File: config.mk
export PLATFORM = sky130hd
export DESIGN_NAME = regfile_read_pipe_flat
export DESIGN_NICKNAME = d
export VERILOG_FILES = /design/src/rtl/regpipe_pkg.sv /design/src/rtl/regfile_read_pipe_if.sv /design/src/rtl/regpipe_slice.sv /design/src/rtl/regfile_read_pipe.sv /design/src/flat_wrapper.sv
export SDC_FILE = /design/constraint.sdc
export NUM_CORES = 1
export LEC_CHECK = 0
export CORE_MARGIN = 3
export CORE_UTILIZATION = 57
export CTS_CLUSTER_SIZE = 30
export DETAILED_ROUTE_END_ITERATION = 16
export HOLD_SLACK_MARGIN = 0.15
export PLACE_DENSITY_LB_ADDON = 0.3
export SLEW_MARGIN = 20
export SYNTH_ARGS = -nofsm -noshare
export SYNTH_HDL_FRONTEND = slang
export SYNTH_HIERARCHICAL = 1
export SYNTH_SLANG_ARGS = --single-unit
File: constraint.sdc
create_clock -name clk -period 1.7 [get_ports clk]
set_input_delay 0.34 -clock clk [delete_from_list [all_inputs] [get_ports clk]]
set_output_delay 0.34 -clock clk [all_outputs]
set_load 0.05 [all_outputs]
File: src/rtl/regpipe_pkg.sv
`default_nettype none
// ---------------------------------------------------------------------------
// regpipe_pkg : shared types and constants for the register-file read pipe
// Rev 1.0
// ---------------------------------------------------------------------------
package regpipe_pkg;

  localparam int DATA_W    = 8;
  localparam int ADDR_BITS = 3;

  localparam logic [DATA_W-1:0] RESET_DATA = '0;

  // One pipeline stage payload: the address read and the value it held
  typedef struct packed {
    logic [ADDR_BITS-1:0] addr;
    logic [DATA_W-1:0]    data;
  } stage_t;

endpackage
`default_nettype wire

File: src/rtl/regfile_read_pipe_if.sv
`default_nettype none
// ---------------------------------------------------------------------------
// regfile_read_pipe_if : write port, read request and read result channels
// Rev 1.0
// ---------------------------------------------------------------------------
interface regfile_read_pipe_if #(
  parameter int WIDTH  = 8,
  parameter int ADDR_W = 3
);

  logic              wr_en;
  logic [ADDR_W-1:0] wr_addr;
  logic [WIDTH-1:0]  wr_data;
  logic              rd_req;
  logic [ADDR_W-1:0] rd_addr;
  logic              rd_ready;
  logic              out_valid;
  logic              out_ready;
  logic [WIDTH-1:0]  out_data;
  logic [ADDR_W-1:0] out_addr;
  logic [7:0]        reads_done;

  modport master (
    output wr_en, wr_addr, wr_data, rd_req, rd_addr, out_ready,
    input  rd_ready, out_valid, out_data, out_addr, reads_done
  );

  modport slave (
    input  wr_en, wr_addr, wr_data, rd_req, rd_addr, out_ready,
    output rd_ready, out_valid, out_data, out_addr, reads_done
  );

endinterface
`default_nettype wire

File: src/rtl/regpipe_slice.sv
`default_nettype none
// ---------------------------------------------------------------------------
// regpipe_slice : one valid/ready register slice, loads whenever it can pass on
// Rev 1.0
// ---------------------------------------------------------------------------
module regpipe_slice #(
  parameter int W = 8
) (
  input  logic         clk,
  input  logic         rst_n,
  input  logic         in_valid,
  output logic         in_ready,
  input  logic [W-1:0] in_data,
  output logic         out_valid,
  input  logic         out_ready,
  output logic [W-1:0] out_data
);

  // Empty or being drained this edge: safe to take a new entry
  assign in_ready = !out_valid || out_ready;

  always_ff @(posedge clk or negedge rst_n) begin
    if (!rst_n) begin
      out_valid <= 1'b0;
      out_data  <= '0;
    end else if (in_ready) begin
      out_valid <= in_valid;
      out_data  <= in_data;
    end
  end

endmodule
`default_nettype wire

File: src/rtl/regfile_read_pipe.sv
`default_nettype none
// ---------------------------------------------------------------------------
// regfile_read_pipe : register file with one write port and a 2-stage read pipe
// Rev 1.0
// ---------------------------------------------------------------------------
module regfile_read_pipe
  import regpipe_pkg::*;
#(
  parameter int WIDTH     = DATA_W,
  parameter int DEPTH     = 8,
  parameter int ADDR_W    = $clog2(DEPTH),
  parameter bit ASSERT_EN = 1'b1
) (
  input  logic                clk,
  input  logic                rst_n,
  regfile_read_pipe_if.slave  bus
);

  // The stage payload type is fixed in the package, so the geometry must match it
  generate
    if (WIDTH != DATA_W || ADDR_W != ADDR_BITS || DEPTH < 2 ||
        (DEPTH & (DEPTH - 1)) != 0) begin : g_param_check
      $error("regfile_read_pipe: unsupported WIDTH/DEPTH/ADDR_W combination");
    end
  endgenerate

  logic [WIDTH-1:0] regs [DEPTH];
  stage_t           s1_in;
  stage_t           s1_q;
  stage_t           s2_q;
  logic             s1_valid;
  logic             s2_valid;
  logic             s1_ready;
  logic             s2_ready;
  logic [7:0]       done_cnt;

  always_ff @(posedge clk or negedge rst_n) begin
    if (!rst_n) begin
      for (int i = 0; i < DEPTH; i++) begin
        regs[i] <= WIDTH'(RESET_DATA);
      end
    end else if (bus.wr_en) begin
      regs[bus.wr_addr] <= bus.wr_data;
    end
  end

  // regs updates non-blocking, so a same-edge write is invisible to this capture
  always_comb begin
    s1_in      = '0;
    s1_in.addr = bus.rd_addr;
    s1_in.data = regs[bus.rd_addr];
  end

  regpipe_slice #(
    .W ($bits(stage_t))
  ) u_s1 (
    .clk       (clk),
    .rst_n     (rst_n),
    .in_valid  (bus.rd_req),
    .in_ready  (s1_ready),
    .in_data   (s1_in),
    .out_valid (s1_valid),
    .out_ready (s2_ready),
    .out_data  (s1_q)
  );

  regpipe_slice #(
    .W ($bits(stage_t))
  ) u_s2 (
    .clk       (clk),
    .rst_n     (rst_n),
    .in_valid  (s1_valid),
    .in_ready  (s2_ready),
    .in_data   (s1_q),
    .out_valid (s2_valid),
    .out_ready (bus.out_ready),
    .out_data  (s2_q)
  );

  always_ff @(posedge clk or negedge rst_n) begin
    if (!rst_n) begin
      done_cnt <= 8'd0;
    end else if (s2_valid && bus.out_ready) begin
      done_cnt <= done_cnt + 8'd1;
    end
  end

  assign bus.rd_ready   = s1_ready;
  assign bus.out_valid  = s2_valid;
  assign bus.out_data   = s2_q.data;
  assign bus.out_addr   = s2_q.addr;
  assign bus.reads_done = done_cnt;

  generate
    if (ASSERT_EN) begin : g_assert
      p_hold: assert property (@(posedge clk) disable iff (!rst_n)
        bus.out_valid && !bus.out_ready |=>
          bus.out_valid && $stable(bus.out_data) && $stable(bus.out_addr));

      p_ready: assert property (@(posedge clk) disable iff (!rst_n)
        !bus.rd_ready |-> bus.out_valid && !bus.out_ready);

      // Antecedent also requires reset to have been high on both earlier edges
      p_lat: assert property (@(posedge clk) disable iff (!rst_n)
        $past(rst_n, 2) && $past(rst_n, 1) &&
        $past(bus.rd_req && bus.rd_ready, 2) && $past(bus.out_ready, 1) |->
          bus.out_valid && bus.out_addr == $past(bus.rd_addr, 2));

      c_aa: cover property (@(posedge clk) disable iff (!rst_n)
        bus.out_valid && bus.out_ready && bus.out_data == WIDTH'(8'hAA));
    end
  endgenerate

endmodule
`default_nettype wire

File: src/flat_wrapper.sv
// flat-port wrapper written by rule: the top's interface ports become plain ports
module regfile_read_pipe_flat import regpipe_pkg::*;
#(
  parameter int WIDTH     = DATA_W,
  parameter int DEPTH     = 8,
  parameter int ADDR_W    = $clog2(DEPTH),
  parameter bit ASSERT_EN = 1'b1
)
  (clk, rst_n, bus_wr_en, bus_wr_addr, bus_wr_data, bus_rd_req, bus_rd_addr, bus_out_ready, bus_rd_ready, bus_out_valid, bus_out_data, bus_out_addr, bus_reads_done);
  regfile_read_pipe_if #(.WIDTH(WIDTH), .ADDR_W(ADDR_W)) bus_i ();
  input  logic clk;
  input  logic rst_n;
  input wire logic [$bits(bus_i.wr_en)-1:0] bus_wr_en;
  input wire logic [$bits(bus_i.wr_addr)-1:0] bus_wr_addr;
  input wire logic [$bits(bus_i.wr_data)-1:0] bus_wr_data;
  input wire logic [$bits(bus_i.rd_req)-1:0] bus_rd_req;
  input wire logic [$bits(bus_i.rd_addr)-1:0] bus_rd_addr;
  input wire logic [$bits(bus_i.out_ready)-1:0] bus_out_ready;
  output wire logic [$bits(bus_i.rd_ready)-1:0] bus_rd_ready;
  output wire logic [$bits(bus_i.out_valid)-1:0] bus_out_valid;
  output wire logic [$bits(bus_i.out_data)-1:0] bus_out_data;
  output wire logic [$bits(bus_i.out_addr)-1:0] bus_out_addr;
  output wire logic [$bits(bus_i.reads_done)-1:0] bus_reads_done;
  assign bus_i.wr_en = bus_wr_en;
  assign bus_i.wr_addr = bus_wr_addr;
  assign bus_i.wr_data = bus_wr_data;
  assign bus_i.rd_req = bus_rd_req;
  assign bus_i.rd_addr = bus_rd_addr;
  assign bus_i.out_ready = bus_out_ready;
  assign bus_rd_ready = bus_i.rd_ready;
  assign bus_out_valid = bus_i.out_valid;
  assign bus_out_data = bus_i.out_data;
  assign bus_out_addr = bus_i.out_addr;
  assign bus_reads_done = bus_i.reads_done;
  regfile_read_pipe #(.WIDTH(WIDTH), .DEPTH(DEPTH), .ADDR_W(ADDR_W), .ASSERT_EN(ASSERT_EN)) u_core (.clk(clk), .rst_n(rst_n), .bus(bus_i));
endmodule
## After elaboration in Yosys (flattened, before gate mapping)

Cells that the tools add are included.

| word-level totals | value |
|---|---|
| register bits after elaboration | 96 |
| bits of input ports | 19 |
| word-level logic and storage cells | 31 |

| operators by class | value |
|---|---|
| add/subtract/negate cells | 1 |
| $lt $le $gt $ge | 3 |
| mux-type cells | 6 |
| bitwise logic cells | 2 |
| reductions and logical operators | 6 |

Operators with widths:

| operator | number |
|---|---|
| $bwmux W64 | 1 |
| $bmux W8 S3 | 1 |
| $demux W8 S3 | 1 |
| $mux W8 | 3 |
| $add A8 B1 Y8 const B | 1 |
| $ge A4 B4 Y1 const B | 2 |
| $not A3 Y4 | 2 |
| $lt A4 B1 Y1 const B | 1 |
| $logic_and A1 B1 Y1 | 2 |
| $logic_not A1 Y1 | 2 |
| $logic_or A1 B1 Y1 | 2 |

## Logic depth before layout (Yosys ltp)

Gate-level depths: netlist (run 1).

| depth | value |
|---|---|
| depth in word-level cells | 6 |
| mapped depth | 5 |

## Cells and area by module

The synthesis (run 1) kept the hierarchy.

Modules (own cells, without submodules):

| module | instances | cells each | area an instance (sq um) |
|---|---|---|---|
| regfile_read_pipe | 1 | 201 | 3342.0 |
| regpipe_slice | 2 | 26 | 486.7 |

## Least setup slack after synthesis (run 1)

Ideal clock, no wire load.

| timing | value |
|---|---|
| kind | flip-flop to flip-flop |
| start point | reg u_core.u_s2.out_valid |
| end point | reg u_core.u_s1.out_data[0] |
| arrival time | 1.615 ns |
| slack | -0.040 ns |
| stages on the path, launching flop included | 6 |
| path buffers | 2 |
| period minus slack after synthesis | 1.740 ns |
| cells stage by stage | dfrtp_1 nand2b_4 buf_6 nand2b_4 buf_6 mux2_4 |

| between the ends | value |
|---|---|
| longest elaborated chain between the ends | 3 |

RTL lines:

| what | line | source |
|---|---|---|
| from (decl) | regpipe_slice.sv:14 | `output logic out_valid,` |
| from (signal assigned) | regpipe_slice.sv:27 | `out_valid <= in_valid;` |
| $logic_not A1 Y1 | regpipe_slice.sv:20 | `assign in_ready = !out_valid \|\| out_ready;` |
| $logic_or A1 B1 Y1 | regpipe_slice.sv:20 |  |
| named net u_core.s2_ready | regfile_read_pipe.sv:34 | `logic s2_ready;` |
| $logic_or A1 B1 Y1 | regpipe_slice.sv:20 |  |
| named net bus_rd_ready | flat_wrapper.sv:19 | `output wire logic [$bits(bus_i.rd_ready)-1:0] bus_rd_ready;` |
| to (signal assigned) | regpipe_slice.sv:28 | `out_data <= in_data;` |
| to (decl) | regpipe_slice.sv:16 | `output logic [W-1:0] out_data` |

The timed path passes the listed nets, and every way through them passes these cells.
A chain may end at the register's enable or synchronous reset.

==> results_dict.tcl, run 1 <==
set metrics [dict create \
    start_kind "input pin" \
    synth_cell_type_count 24 \
    io_buffer_count 39 \
    avgViaCountPerCell 5.646 \
    intPower_mw 4.763 \
    worstPathArrival_ns 1.93 \
    grt_max_degree 97 \
    grt_remaining_overflow 0 \
    synth_top_area_share_pct 55.67 \
    ant_nets 0 \
    hold_viol 0 \
    stdcell_count 427 \
    period_share_pct 98.69 \
    setup_tns_ns 0 \
    synth-adder-area-share_pct 0.2899 \
    max-vdd-ir-drop_mv 0.6993 \
    ioPinCount 40 \
    cts_sinks 96 \
    track_usage_pct 20.90 \
    initial_core_util_pct 59.18 \
    worst-path-max-fanout 9 \
    root_buffer "clkbuf_8" \
    fin_worst_skew_ns 0.009886 \
    nFillCells 483 \
    yosys_warnings 6 \
    synth.most_common_cell "dfrtp_1" \
    h-tree-depth 3 \
    multi_input_area_sq_mm 0.001827 \
    placementRows 31 \
    p_comb_share_pct 30.1 \
    crit_family "multiplexers" \
    worst_hold_path_type "reg2reg" \
    p_sw_mw 2.159 \
    status "complete, no violations" \
    yosys-top-cells-area "dfrtp_1 (56%), mux2_2 (21%), mux4_1 (9.1%)" \
    rsz0062_at_grt "no" \
    p_total_mw 6.922 \
    core-area_sq_mm 0.007292 \
    path_class "in2reg" \
    antenna_found_initial 0 \
    seqCellArea_sq_mm 0.002404 \
    synth.yosys.seq_area_share_pct 55.67 \
    synth-main-ff-cell "dfrtp_1" \
    fmax_mhz 596.0 \
    drc 0 \
    synth-xor-area-share_pct 1.421 \
    dieHeight_microns 93.01 \
    synthCells 253 \
    required_ns 1.95 \
    grt_pass1_wl_microns 13480 \
    tightest_slew_ns 0.5103 \
    synth_edf_count 0 \
    drive_gt1_share_pct 52.13 \
    synth_nets 273 \
    vias 2411 \
    dp.cells 408 \
    cts-buffers-inserted 9 \
    path_clk_slew_ns 0.09 \
    drt_wl_total_microns 8144 \
    muxShareOfSynthArea_pct 35.84 \
    drt_iter0_drc 83 \
    hold_slack_ns 0.4788 \
    ys_seq_elements 96 \
    pwr-share-clk_pct 23.6 \
    finalCriticalPeriod_ns 1.678 \
    route.detailed.wl_per_inst_microns 19.07 \
    grt_pass1_vias 2568 \
    syn_area_sq_mm 0.004315 \
    end_kind "flip-flop" \
    cts.path.max_buffers 2 \
    nets 343 \
    power_frac_seq_pct 46.3 \
    synth_common_cells "dfrtp_1 (96), mux2_2 (79), mux2_4 (16)" \
    p_sw_share_pct 31.19 \
    dr.pass1.iters 4 \
    hpwl_microns 5330 \
    tritoncts "built" \
    async_flop_share_pct 100.0 \
    gp_congestion 0.7371 \
    cp_slowest_cell "mux4_1" \
    synth_top_family_by_area "multiplexers" \
    yosys.area.top_type "dfrtp_1" \
    worstSkewPairLatency_ns 0.36 \
    power.density_mw_per_mm2 1308 \
    diodes 0 \
    path_cells "clkdlybuf4s15_2 > buf_12 > mux4_1 > mux2_2 > mux2_4" \
    synth.avg_cell_area_sq_um 17.06 \
    synthSimpleGateAreaFrac_pct 4.784 \
    p_leak_nw 2.404 \
    max-cap-violations 0 \
    drv_slew 0 \
    die-area_sq_mm 0.008651 \
    syn2layout_area_growth_pct 22.64 \
    critPathMaxStageDelay_ns 0.58 \
    setup_violations 0 \
    slew_headroom_pct 65.98 \
    die_w_microns 93.01 \
    crit_buf_inv 2 \
    final_core_util_pct 72.58 \
    synth-compound-area-share_pct 0 \
]
[final cells by class]
cell class                 count  share of cell area (%)
multi-input combinational    146                   34.52
tap                           99                   2.340
clock inverter                 4                   1.442
clock buffer                  12                   2.742
sequential                    96                   45.41
timing repair buffer          70                   13.55
[registers in the layout, summed over array words and instances, names as in the netlist]
name                   cells
u_core/bus.reads_done      8
u_core/u_s1/out_data      11
u_core/u_s2/out_valid      1
u_core/u_s1/out_valid      1
u_core/u_s2/out_data      11
u_core/regs               64
[layer usage]
| layer | GRT usage, % | up-vias | wire length [microns] |
|---|---|---|---|
| li1 | - | 1086 | - |
| met1 | 27.69 | 1265 | 3624 |
| met2 | 35.03 | 48 | 4116 |
| met3 | 4.103 | 12 | 291 |
| met5 | 0 | - | 0 |
| met4 | 6.593 | 0 | 111 |
[stage by stage]
stage	worst slack (ns)	cell area (sq um)
6_report	0.02221	5293
5_1_grt	0.03047	5293
4_1_cts	0.02963	5298
3_5_place_dp	-0.5840	5025
3_3_place_gp	-0.5521	5025
2_1_floorplan	-0.02517	4320
[power groups by stage]
stage	clock network, mW	registers (mW)	logic (mW)
after floorplan	0	3.69	0.946
after global placement	0	3.21	2.01
after detailed placement	0	3.25	2.07
after CTS	1.67	3.20	2.09
after global routing	1.77	3.28	2.21
final	1.63	3.21	2.08
[cell usage in the layout (no fill, tap or decap), types with 2 or more instances in the layout]
| cell | instances |
|---|---|
| nand4b_1 | 3 |
| buf_12 | 10 |
| bufinv_16 | 2 |
| xor2_1 | 5 |
| mux4_1 | 15 |
| dfrtp_1 | 95 |
| clkdlybuf4s50_1 | 16 |
| clkbuf_1 | 2 |
| nor3_1 | 2 |
| nor2_1 | 2 |
| clkbuf_8 | 10 |
| xnor2_1 | 2 |
| nor3b_4 | 2 |
| mux2_2 | 79 |
| buf_4 | 41 |
| or2b_1 | 2 |
| mux2_4 | 16 |
| nor3_2 | 2 |
| nand3_1 | 2 |
| nand2_1 | 7 |
| nand2b_4 | 3 |
[logic make-up (layout without fill, tap and decap cells)]
family	count (synthesis)	after routing
multiplexers	111	111
flip-flops	96	96
XOR/XNOR	7	7
adder cells (fa/ha/maj)	1	1
AND/OR/NAND/NOR	27	27
buffers and inverters	11	86
[final timing paths]
| path | start | end | slack, ns | cells past startpoint |
|---|---|---|---|---|
| worst min-delay path | u_core/bus.reads_done[7] | u_core/bus.reads_done[7] | 0.48 | 1 |
| worst max-delay path | bus_rd_addr[1] | u_core/u_s1/out_data[4] | 0.02 | 5 |
| worst max register to register | u_core/regs[36] | u_core/u_s1/out_data[4] | 0.13 | 3 |
| min in group asynchronous | rst_n | u_core/regs[1] | 0.54 | 3 |
| max in group asynchronous | rst_n | u_core/regs[20] | 0.73 | 3 |
| worst min register to register | u_core/bus.reads_done[7] | u_core/bus.reads_done[7] | 0.48 | 1 |
[repair_timing]
item / 4_1_cts / 5_1_grt
hold buffers: 1 / 0
buffers inserted: 1 / 0
hold endpoints to repair: 96 / 0
gates resized for setup: 3 / 1
endpoints found under the setup margin: 9 / 4
gates cloned: 1 / 0
(Power assumes the default switching activity.)
==> inputs of run 2 (changes only) <==
--- a/config.mk
+++ b/config.mk
@@ -7,7 +7,7 @@
 export LEC_CHECK = 0
 export CORE_MARGIN = 3
 export CORE_UTILIZATION = 57
-export CTS_CLUSTER_SIZE = 30
+export CTS_CLUSTER_SIZE = 12
 export DETAILED_ROUTE_END_ITERATION = 16
 export HOLD_SLACK_MARGIN = 0.15
 export PLACE_DENSITY_LB_ADDON = 0.3
==> constraint.sdc (replaced) <==
create_clock -name clk -period 1.7 [get_ports clk]
set_input_delay 0.255 -clock clk [delete_from_list [all_inputs] [get_ports clk]]
set_output_delay 0.255 -clock clk [all_outputs]
set_load 0.05 [all_outputs]
==> run 2 against run 1 <==
  * Global-route usage decreased by 0.96 points
  * Final cell count fell by 0.70%
  * Highest routed layer unchanged
  * Utilization fell by 0.58 points
  * Sequential share of layout area is 0.37 points higher
  * First-iteration DRC count is 20% higher
  * Largest cell class unchanged
  * Clock skew up 0.0038 ns
  * Setup slack improved by 0.025 ns
  * Largest power group unchanged
  * Die area is the same
  * Total power down 2.9%
  * Critical path type unchanged
  * Register-to-register slack barely moved
  * Clock power decreased by 10%
==> results_dict.tcl, run 2 (synthesis results as in run 1) <==
set metrics [dict create \
    diodes 0 \
    start_kind "input pin" \
    tritoncts "built" \
    required_ns 1.94 \
    max-vdd-ir-drop_mv 0.7345 \
    dp.cells 406 \
    finalCriticalPeriod_ns 1.653 \
    antenna_found_initial 0 \
    syn2layout_area_growth_pct 21.66 \
    drv_slew 0 \
    hold_viol 0 \
    largest_register_ffs 64 \
    regMostFlops "u_core/regs" \
    rsz0062_at_grt "no" \
    ioPinCount 40 \
    period_share_pct 97.23 \
    path_class "in2reg" \
    worstPathArrival_ns 1.90 \
    drc 0 \
    grt_pass1_vias 2452 \
    cts-buffers-inserted 9 \
    end_kind "flip-flop" \
    power.density_mw_per_mm2 1280 \
    critPathMaxStageDelay_ns 0.53 \
    p_leak_nw 2.379 \
    tightest_slew_ns 0.5031 \
    fin_worst_skew_ns 0.01368 \
    core-area_sq_mm 0.007292 \
    fmax_mhz 605.0 \
    crit_family "multiplexers" \
    slew_headroom_pct 66.46 \
    layout_commonest_cell "dfrtp_1" \
    max-cap-violations 0 \
    die_w_microns 93.01 \
    nets 340 \
    crit_buf_inv 2 \
    worst_hold_path_type "in2async" \
    cts.path.max_buffers 2 \
    io_buffer_count 39 \
    cts_sinks 96 \
    drt_wl_total_microns 8078 \
    worstSkewPairLatency_ns 0.36 \
    dieHeight_microns 93.01 \
    hpwl_microns 5508 \
    grt_remaining_overflow 0 \
    root_buffer "clkbuf_8" \
    track_usage_pct 19.94 \
    most-common-layout-cells "dfrtp_1 (95), mux2_2 (79), buf_4 (38), clkdlybuf4s50_1 (16), mux2_4 (16)" \
    grt_max_degree 39 \
    gp_congestion 0.7230 \
    dr.pass1.iters 4 \
    drt_iter0_drc 100 \
    reg_top3 "u_core/regs x64, u_core/u_s1/out_data x11, u_core/u_s2/out_data x11" \
    die-area_sq_mm 0.008651 \
    placed_area_sq_mm 0.005010 \
    path_cells "clkdlybuf4s15_1 > bufbuf_16 > mux4_1 > mux2_2 > mux2_4" \
    route.detailed.wl_per_inst_microns 19.05 \
    grt_pass1_wl_microns 12810 \
    nFillCells 479 \
    stdcell_area_sq_mm 0.005250 \
    placementRows 31 \
    vias 2386 \
    avgViaCountPerCell 5.627 \
    initial_core_util_pct 59.18 \
    h-tree-depth 3 \
    ant_nets 0 \
    drive_gt1_share_pct 51.69 \
    worst-path-max-fanout 8 \
    path_clk_slew_ns 0.10 \
    setup_violations 0 \
    stdcell_count 424 \
    cts_setup_buffers 0 \
    status "complete, no violations" \
    cp_slowest_cell "mux4_1" \
]
[run 2: cell count changes in the layout (fill, tap and decap cells not counted), sizes merged]
cell / before / now
clkbuf: 12 / 10
bufbuf: 0 / 1
bufinv: 2 / 1
inv: 1 / 0
buf: 52 / 48
clkinvlp: 1 / 3
clkinv: 0 / 2
[run 2: final timing paths]
| kind | to | cells past startpoint | slack (ns) | start |
|---|---|---|---|---|
| setup / recovery | u_core/u_s1/out_data[0] | 5 | 0.05 | bus_rd_addr[1] |
| hold / removal | u_core/u_s2/out_data[1] | 2 | 0.40 | rst_n |
| setup reg to reg | u_core/u_s1/out_data[3] | 3 | 0.14 | u_core/regs[43] |
| hold reg to reg | u_core/bus.reads_done[7] | 1 | 0.49 | u_core/bus.reads_done[7] |
| max in group asynchronous | u_core/regs[29] | 3 | 0.74 | rst_n |
| min in group clk | u_core/u_s1/out_valid | 2 | 0.46 | bus_rd_req |
[run 2: per-layer routing]
metal / GRT usage [%] / wire length, microns
met5: 0 / 0
met4: 6.227 / 77
met3: 4.586 / 333
met2: 31.67 / 3993
met1: 27.66 / 3673
[run 2: report_power, final]
group | switching (mW) | internal [mW]
clock | 0.774 | 0.685
combinational | 1.03 | 1.03
sequential | 0.352 | 2.85
total | 2.16 | 4.56
[run 2: final cells by class]
| class | instances | area (sq um) | share of cell area [%] |
|---|---|---|---|
| clock buffers | 10 | 127.6 | 2.431 |
| clock inverters | 6 | 70.07 | 1.335 |
| multi-input cells | 146 | 1827 | 34.79 |
| flip-flops and latches | 96 | 2404 | 45.78 |
| well taps | 99 | 123.9 | 2.359 |
| repair buffers | 67 | 698.2 | 13.30 |
[run 2: what timing repair did]
action	in CTS	in global routing
pin swaps	0	0
hold buffers	1	0
endpoints found under the hold margin	35	0
setup endpoints to repair	8	5
cloned	1	0
resized for setup	1	1
[run 2: per-stage QoR]
stage | power [mW] | utilization [%] | hold WS (ns) | TNS, ns | worst slack [ns]
2_1_floorplan | 4.635 | - | -0.04059 | 0 | 0.04649
3_3_place_gp | 5.211 | 68.70 | 0.2594 | -4.367 | -0.4768
3_5_place_dp | 5.304 | 68.70 | 0.2585 | -5.434 | -0.4977
4_1_cts | 6.784 | 71.98 | 0.3969 | 0 | 0.02623
5_1_grt | 7.040 | 72.00 | 0.4213 | 0 | 0.01595
6_report | 6.722 | 72.00 | 0.3968 | 0 | 0.04708
